--- config.mk ---
export PLATFORM = sky130hd
export DESIGN_NAME = alu_ctrl_seq
export DESIGN_NICKNAME = d
export VERILOG_FILES = /design/src/rtl/alu_ctrl_seq.sv
export SDC_FILE = /design/constraint.sdc
export NUM_CORES = 1
export LEC_CHECK = 0
export ABC_AREA = 0
export ABC_CLOCK_PERIOD_IN_PS = 4250
export BUFFER_PORTS_ARGS = -buffer_cell sky130_fd_sc_hd__buf_2
export CAP_MARGIN = 20
export CELL_PAD_IN_SITES_DETAIL_PLACEMENT = 1
export CELL_PAD_IN_SITES_GLOBAL_PLACEMENT = 1
export CORE_AREA = 2 2 51 53
export CTS_BUF_LIST = sky130_fd_sc_hd__clkbuf_4
export CTS_CLUSTER_SIZE = 25
export DETAILED_ROUTE_END_ITERATION = 10
export DIE_AREA = 0 0 53 55
export PLACE_DENSITY = 0.81
export SETUP_SLACK_MARGIN = 0.05
export SYNTH_ARGS = -nofsm -noshare
export SYNTH_HDL_FRONTEND = slang
export SYNTH_SLANG_ARGS = --single-unit
--- constraint.sdc ---
create_clock -name CLK -period 4.25 [get_ports CLK]
set_input_delay 0.2125 -clock CLK [delete_from_list [all_inputs] [get_ports CLK]]
set_output_delay 0.2125 -clock CLK [all_outputs]
set_load 0.005 [all_outputs]
--- src/rtl/alu_ctrl_seq.sv ---
// alu_ctrl_seq: registered RV32I(+M) ALU control decoder with valid/ready
// handshake and a busy counter that models multi-cycle MUL/DIV latency.
module alu_ctrl_seq #(
  parameter int unsigned CTRL_W  = 5,
  parameter bit          EN_M    = 1'b1,
  parameter int unsigned MUL_LAT = 2,
  parameter int unsigned DIV_LAT = 32
) (
  input  logic              CLK,
  input  logic              RST,
  input  logic              in_valid,
  output logic              in_ready,
  input  logic [1:0]        ALUOp,
  input  logic [2:0]        Funct3,
  input  logic [6:0]        Funct7,
  input  logic              Op_5,
  output logic              out_valid,
  input  logic              out_ready,
  output logic [CTRL_W-1:0] ALUControl,
  output logic              Is_MulDiv,
  output logic              Illegal,
  output logic              Busy
);

  localparam int unsigned MAX_LAT = (MUL_LAT > DIV_LAT) ? MUL_LAT : DIV_LAT;
  localparam int unsigned CNT_W   = ($clog2(MAX_LAT) > 0) ? $clog2(MAX_LAT) : 1;
  localparam int unsigned MUL_CNT = (MUL_LAT > 1) ? MUL_LAT - 2 : 0;
  localparam int unsigned DIV_CNT = (DIV_LAT > 1) ? DIV_LAT - 2 : 0;

  localparam logic [1:0] S_IDLE  = 2'd0;
  localparam logic [1:0] S_WAIT  = 2'd1;
  localparam logic [1:0] S_VALID = 2'd2;

  localparam logic [4:0] C_ADD  = 5'b00000;
  localparam logic [4:0] C_SUB  = 5'b00001;
  localparam logic [4:0] C_AND  = 5'b00010;
  localparam logic [4:0] C_OR   = 5'b00011;
  localparam logic [4:0] C_XOR  = 5'b00100;
  localparam logic [4:0] C_SLT  = 5'b00101;
  localparam logic [4:0] C_SLL  = 5'b00110;
  localparam logic [4:0] C_SRL  = 5'b00111;
  localparam logic [4:0] C_SRA  = 5'b01000;
  localparam logic [4:0] C_SLTU = 5'b01001;

  localparam logic [6:0] F7_BASE = 7'b0000000;
  localparam logic [6:0] F7_ALT  = 7'b0100000;
  localparam logic [6:0] F7_MD   = 7'b0000001;

  logic [1:0]        state_q, state_d;
  logic [CNT_W-1:0]  cnt_q, cnt_d;
  logic [CTRL_W-1:0] ctrl_q, ctrl_d;
  logic              md_q, md_d;
  logic              ill_q, ill_d;

  logic [4:0] dec_code;
  logic       dec_ill;
  logic       dec_md;
  logic       dec_div;
  logic       accept;

  // Combinational decode of the current request fields
  always_comb begin
    dec_code = C_ADD;
    dec_ill  = 1'b0;
    dec_md   = 1'b0;
    dec_div  = 1'b0;
    unique case (ALUOp)
      2'b00: dec_code = C_ADD;
      2'b01: dec_code = C_SUB;
      2'b11: dec_ill  = 1'b1;
      default: begin
        if (Op_5 && (Funct7 == F7_MD)) begin
          if (EN_M) begin
            dec_code = {2'b10, Funct3};
            dec_md   = 1'b1;
            dec_div  = Funct3[2];
          end else begin
            dec_ill  = 1'b1;
          end
        end else if (Op_5 && (Funct7 != F7_BASE) && (Funct7 != F7_ALT)) begin
          dec_ill = 1'b1;
        end else if (Op_5 && (Funct7 == F7_ALT) && (Funct3 != 3'b000) && (Funct3 != 3'b101)) begin
          dec_ill = 1'b1;
        end else if (!Op_5 && (Funct3 == 3'b001) && (Funct7 != F7_BASE)) begin
          dec_ill = 1'b1;
        end else if (!Op_5 && (Funct3 == 3'b101) && (Funct7 != F7_BASE) && (Funct7 != F7_ALT)) begin
          dec_ill = 1'b1;
        end else begin
          unique case (Funct3)
            3'b000:  dec_code = (Op_5 && Funct7[5]) ? C_SUB : C_ADD;
            3'b001:  dec_code = C_SLL;
            3'b010:  dec_code = C_SLT;
            3'b011:  dec_code = C_SLTU;
            3'b100:  dec_code = C_XOR;
            3'b101:  dec_code = Funct7[5] ? C_SRA : C_SRL;
            3'b110:  dec_code = C_OR;
            default: dec_code = C_AND;
          endcase
        end
      end
    endcase
  end

  assign in_ready  = (state_q == S_IDLE) || ((state_q == S_VALID) && out_ready);
  assign accept    = in_valid && in_ready;
  assign out_valid = (state_q == S_VALID);
  assign Busy      = (state_q == S_WAIT);
  assign ALUControl = ctrl_q;
  assign Is_MulDiv = md_q;
  assign Illegal   = ill_q;

  // Next-state and output-register load logic
  always_comb begin
    state_d = state_q;
    cnt_d   = cnt_q;
    ctrl_d  = ctrl_q;
    md_d    = md_q;
    ill_d   = ill_q;
    unique case (state_q)
      S_IDLE: ;
      S_WAIT: begin
        if (cnt_q == '0) state_d = S_VALID;
        else             cnt_d   = cnt_q - CNT_W'(1);
      end
      S_VALID: begin
        if (out_ready && !in_valid) state_d = S_IDLE;
      end
      default: state_d = S_IDLE;
    endcase
    if (accept) begin
      ctrl_d = CTRL_W'(dec_code);
      md_d   = dec_md;
      ill_d  = dec_ill;
      cnt_d  = '0;
      if (dec_md && dec_div && (DIV_LAT > 1)) begin
        state_d = S_WAIT;
        cnt_d   = CNT_W'(DIV_CNT);
      end else if (dec_md && !dec_div && (MUL_LAT > 1)) begin
        state_d = S_WAIT;
        cnt_d   = CNT_W'(MUL_CNT);
      end else begin
        state_d = S_VALID;
      end
    end
  end

  // State and output registers; reset discards any in-flight op
  always_ff @(posedge CLK or negedge RST) begin
    if (!RST) begin
      state_q <= S_IDLE;
      cnt_q   <= '0;
      ctrl_q  <= '0;
      md_q    <= 1'b0;
      ill_q   <= 1'b0;
    end else begin
      state_q <= state_d;
      cnt_q   <= cnt_d;
      ctrl_q  <= ctrl_d;
      md_q    <= md_d;
      ill_q   <= ill_d;
    end
  end

endmodule

==> reports/qor.txt <==
Status - finished clean
Worst path top cell family by delay - compound AO/OA/AOI/OAI gates
Input/output buffers - 26
Critical path buffers and inverters - 1
Crit path kind - register to register
Wire length of the first global-routing pass - 4000 um
Worst hold margin - 0.237 ns
Hold Path Cell Cnt - 3
Vert. Die Dim - 55 um
Unrepaired setup endpoints after global routing - no
Synthesized flop and latch total - 13
Pre-Repair DR Iteration Count - 4
Final wirelength - 2460 um
Path depth of the worst reg2reg path - 5
Most frequently used flop master after synthesis - sky130_fd_sc_hd__dfrtp_1
Headroom to the max-slew limit - 48.4%
Reg-to-reg startpoint - cnt_q[0]
Number of design rule violations left after detail routing - 0
CTS tree - done
Filler-free cell count of the finished design - 164
Setup Buffers After CTS - 0
CP required - 4.44 ns
Final antenna diode count - 0
Placeable core region - 2360 sq um
Gate Count Post-Synth - 108
Initial antenna violation count - 0
Cell Count Post-Placement - 158
Clock root buffer - sky130_fd_sc_hd__clkbuf_4
Sum of overflow across all layers after global routing - 0
Via count of the routed design - 944
Setup crit start kind - register
Max Transition Viols Final - 0
DR WL/cell - 15.0 um
Cells taking the most area after synthesis - sky130_fd_sc_hd__dfrtp_1 34%, sky130_fd_sc_hd__nor2_1 4.7%, sky130_fd_sc_hd__inv_1 3.1%
Source of the worst hold timing path - ALUOp[1]
CTS Buf Count - 3
Highest clock frequency the design can meet - 573 MHz
Slowest stage cell, crit path - sky130_fd_sc_hd__a31oi_1
Share of the synthesized area in the top cell type - 33.9%
Endpoint kind of the worst setup timing path - register
Mean instance size in the synthesized netlist - 8.89 sq um
Share of the core filled with cells in the final layout - 48.7%
Area of the die - 2920 sq um
Endpoint of the lowest-slack register-to-register path - cnt_q[4]
Total leakage power - 0.540 nW
Worst endpoint data arrival time - 1.93 ns
Number of primary I/O pins - 27
Top post-synthesis cells by count - 13 x sky130_fd_sc_hd__dfrtp_1, 12 x sky130_fd_sc_hd__nor2_1, 8 x sky130_fd_sc_hd__inv_1, 8 x sky130_fd_sc_hd__nand2_1
Portion of the post-synthesis area used by sequential elements - 33.9%
Flop-to-flop setup slack - 2.50 ns
Share of post-route cells with drive strength above 1 - 31.3%
Clock network latency to the later pin of the worst-skew pair - 0.27 ns
Cell type with the largest total area after synthesis - sky130_fd_sc_hd__dfrtp_1
Async set-reset flop share out of synthesis - 100%
Cell Chain, Critical Path - inv_1, ha_1, a31oi_1, nor2_1, a221oi_2
Worst Hold Endpoint - Illegal
Post-synthesis cell type count - 44
Number of global-route vias before repair - 971
Time the final worst path needs with I/O delays and setup - 1.75 ns
DP Wirelength - 1920 um
Area Overhead vs Synth - 19.9%
Cell area after synthesis - 960 sq um
Accumulated negative setup slack - 0 ns
Floorplan row count - 18
Hold WC Path Type - input pin to register
Final worst path period share - 41.1%
Clock H-tree levels - 1
Max FO, Critical Path - 8
Via/cell ratio - 5.76
Slew of the pin with the lowest slew margin - 0.770 ns
Skew final - 0.00725 ns
Die W - 53 um
Post-layout nets - 154
Setup violators final - 0
Maximum number of pins on one net before global-route repair - 18
Power density over the cells - 268 nW/um^2
Filler cells - 292
Total clock sinks - 13
GRT Overall Usage - 18.7%
Number of nets in the synthesized netlist - 127
Initial Util - 40.6%
Final ANT Viol Nets - 0
Maximum ir drop on the vdd rail - 0.118 mV
Number of DRC markers after the initial detailed-route iteration - 7
Number of enable-type register cells in the synthesized netlist - 0
Total of warnings raised by yosys - 0
Highest cell delay on the worst timing path - 0.56 ns
Library cell with the highest instance count after synthesis - sky130_fd_sc_hd__dfrtp_1
Maximum Capacitance Violations - 0
Max Root-Sink Buffers - 2
Last weighted congestion value of the routability-driven placer - 0.849
Clock transition time at the flip-flop clock pins of the worst setup and hold paths - 0.08 ns
Final number of hold-violating endpoints - 0
[cells by family (layout without fill, tap and decap cells)]
kind of cell,after synthesis,after routing,share of synthesized area [%]
flops,13,13,33.9
compound gates,34,34,28.3
xor+xnor,1,1,0.913
simple gates,43,43,27.3
fa+ha+maj,2,2,2.61
mux,1,1,1.04
buf+inv,14,40,6.00
[how the worst max path moves through the flow]
stage                     startpoint  cells past startpoint  endpoint  slack, ns
after floorplan            Funct7[1]                      4  cnt_q[4]       2.61
after global placement     Funct7[1]                      5  cnt_q[4]       2.36
after detailed placement   Funct7[1]                      5  cnt_q[3]       2.30
after CTS                 state_q[1]                      4  cnt_q[3]       2.29
after global routing        cnt_q[0]                      5  cnt_q[4]       2.33
final                       cnt_q[0]                      5  cnt_q[4]       2.50
[worst register-to-register path: stages, from the launching register on]
cell                       delay (ns)
sky130_fd_sc_hd__dfrtp_1         0.39
sky130_fd_sc_hd__inv_1           0.08
sky130_fd_sc_hd__ha_1            0.20
sky130_fd_sc_hd__a31oi_1         0.56
sky130_fd_sc_hd__nor2_1          0.15
sky130_fd_sc_hd__a221oi_2        0.29
[through the flow]
stage	total power [mW]	worst slack, ns	instance area (sq um)
after global placement	0.223	2.36	1100
after CTS	0.310	2.29	1140
after detailed placement	0.228	2.30	1100
after global routing	0.327	2.33	1150
after floorplan	0.196	2.61	960
final	0.309	2.50	1150
[what timing repair did]
action,in CTS,in global routing
gates resized for setup,0,0
endpoints found under the hold margin,13,0
hold buffers,1,0
[power breakdown]
| group | internal [mW] | total [mW] | switching, mW | leakage [nW] |
|---|---|---|---|---|
| Clock | 0.0427 | 0.0816 | 0.0389 | 0.0184 |
| Combinational | 0.0369 | 0.0847 | 0.0478 | 0.353 |
| Sequential | 0.134 | 0.143 | 0.00880 | 0.168 |
[state kept, by name (all words and copies together), names as in the netlist]
| signal | cells |
|---|---|
| ALUControl | 5 |
| cnt_q | 5 |
| state_q | 2 |
| Illegal | 1 |
[layer usage]
| layer | wire length, um | track usage [%] | vias to the layer above |
|---|---|---|---|
| li1 | - | - | 460 |
| met1 | 1070 | 19.8 | 466 |
| met2 | 1310 | 36.5 | 16 |
| met3 | 57 | 0.806 | 2 |
| met4 | 27 | 11.5 | 0 |
| met5 | 0 | 0 | - |
[layout by cell type (no fill, tap or decap), types with 4 or more instances in the layout]
cell type	n
sky130_fd_sc_hd__nand2_1	8
sky130_fd_sc_hd__nor2_1	12
sky130_fd_sc_hd__buf_2	26
sky130_fd_sc_hd__nor3_1	4
sky130_fd_sc_hd__clkbuf_4	4
sky130_fd_sc_hd__inv_1	8
sky130_fd_sc_hd__dfrtp_1	13
[cell type report]
type	instances	area, sq um	share of cell area (%)
Sequential cell	13	325	28.3
Clock buffer	4	30.0	2.61
Inverter	8	30.0	2.61
Tap cell	30	37.5	3.26
Timing Repair Buffer	28	151	13.2
Multi-Input combinational cell	81	577	50.1
(Power assumes the default switching activity.)
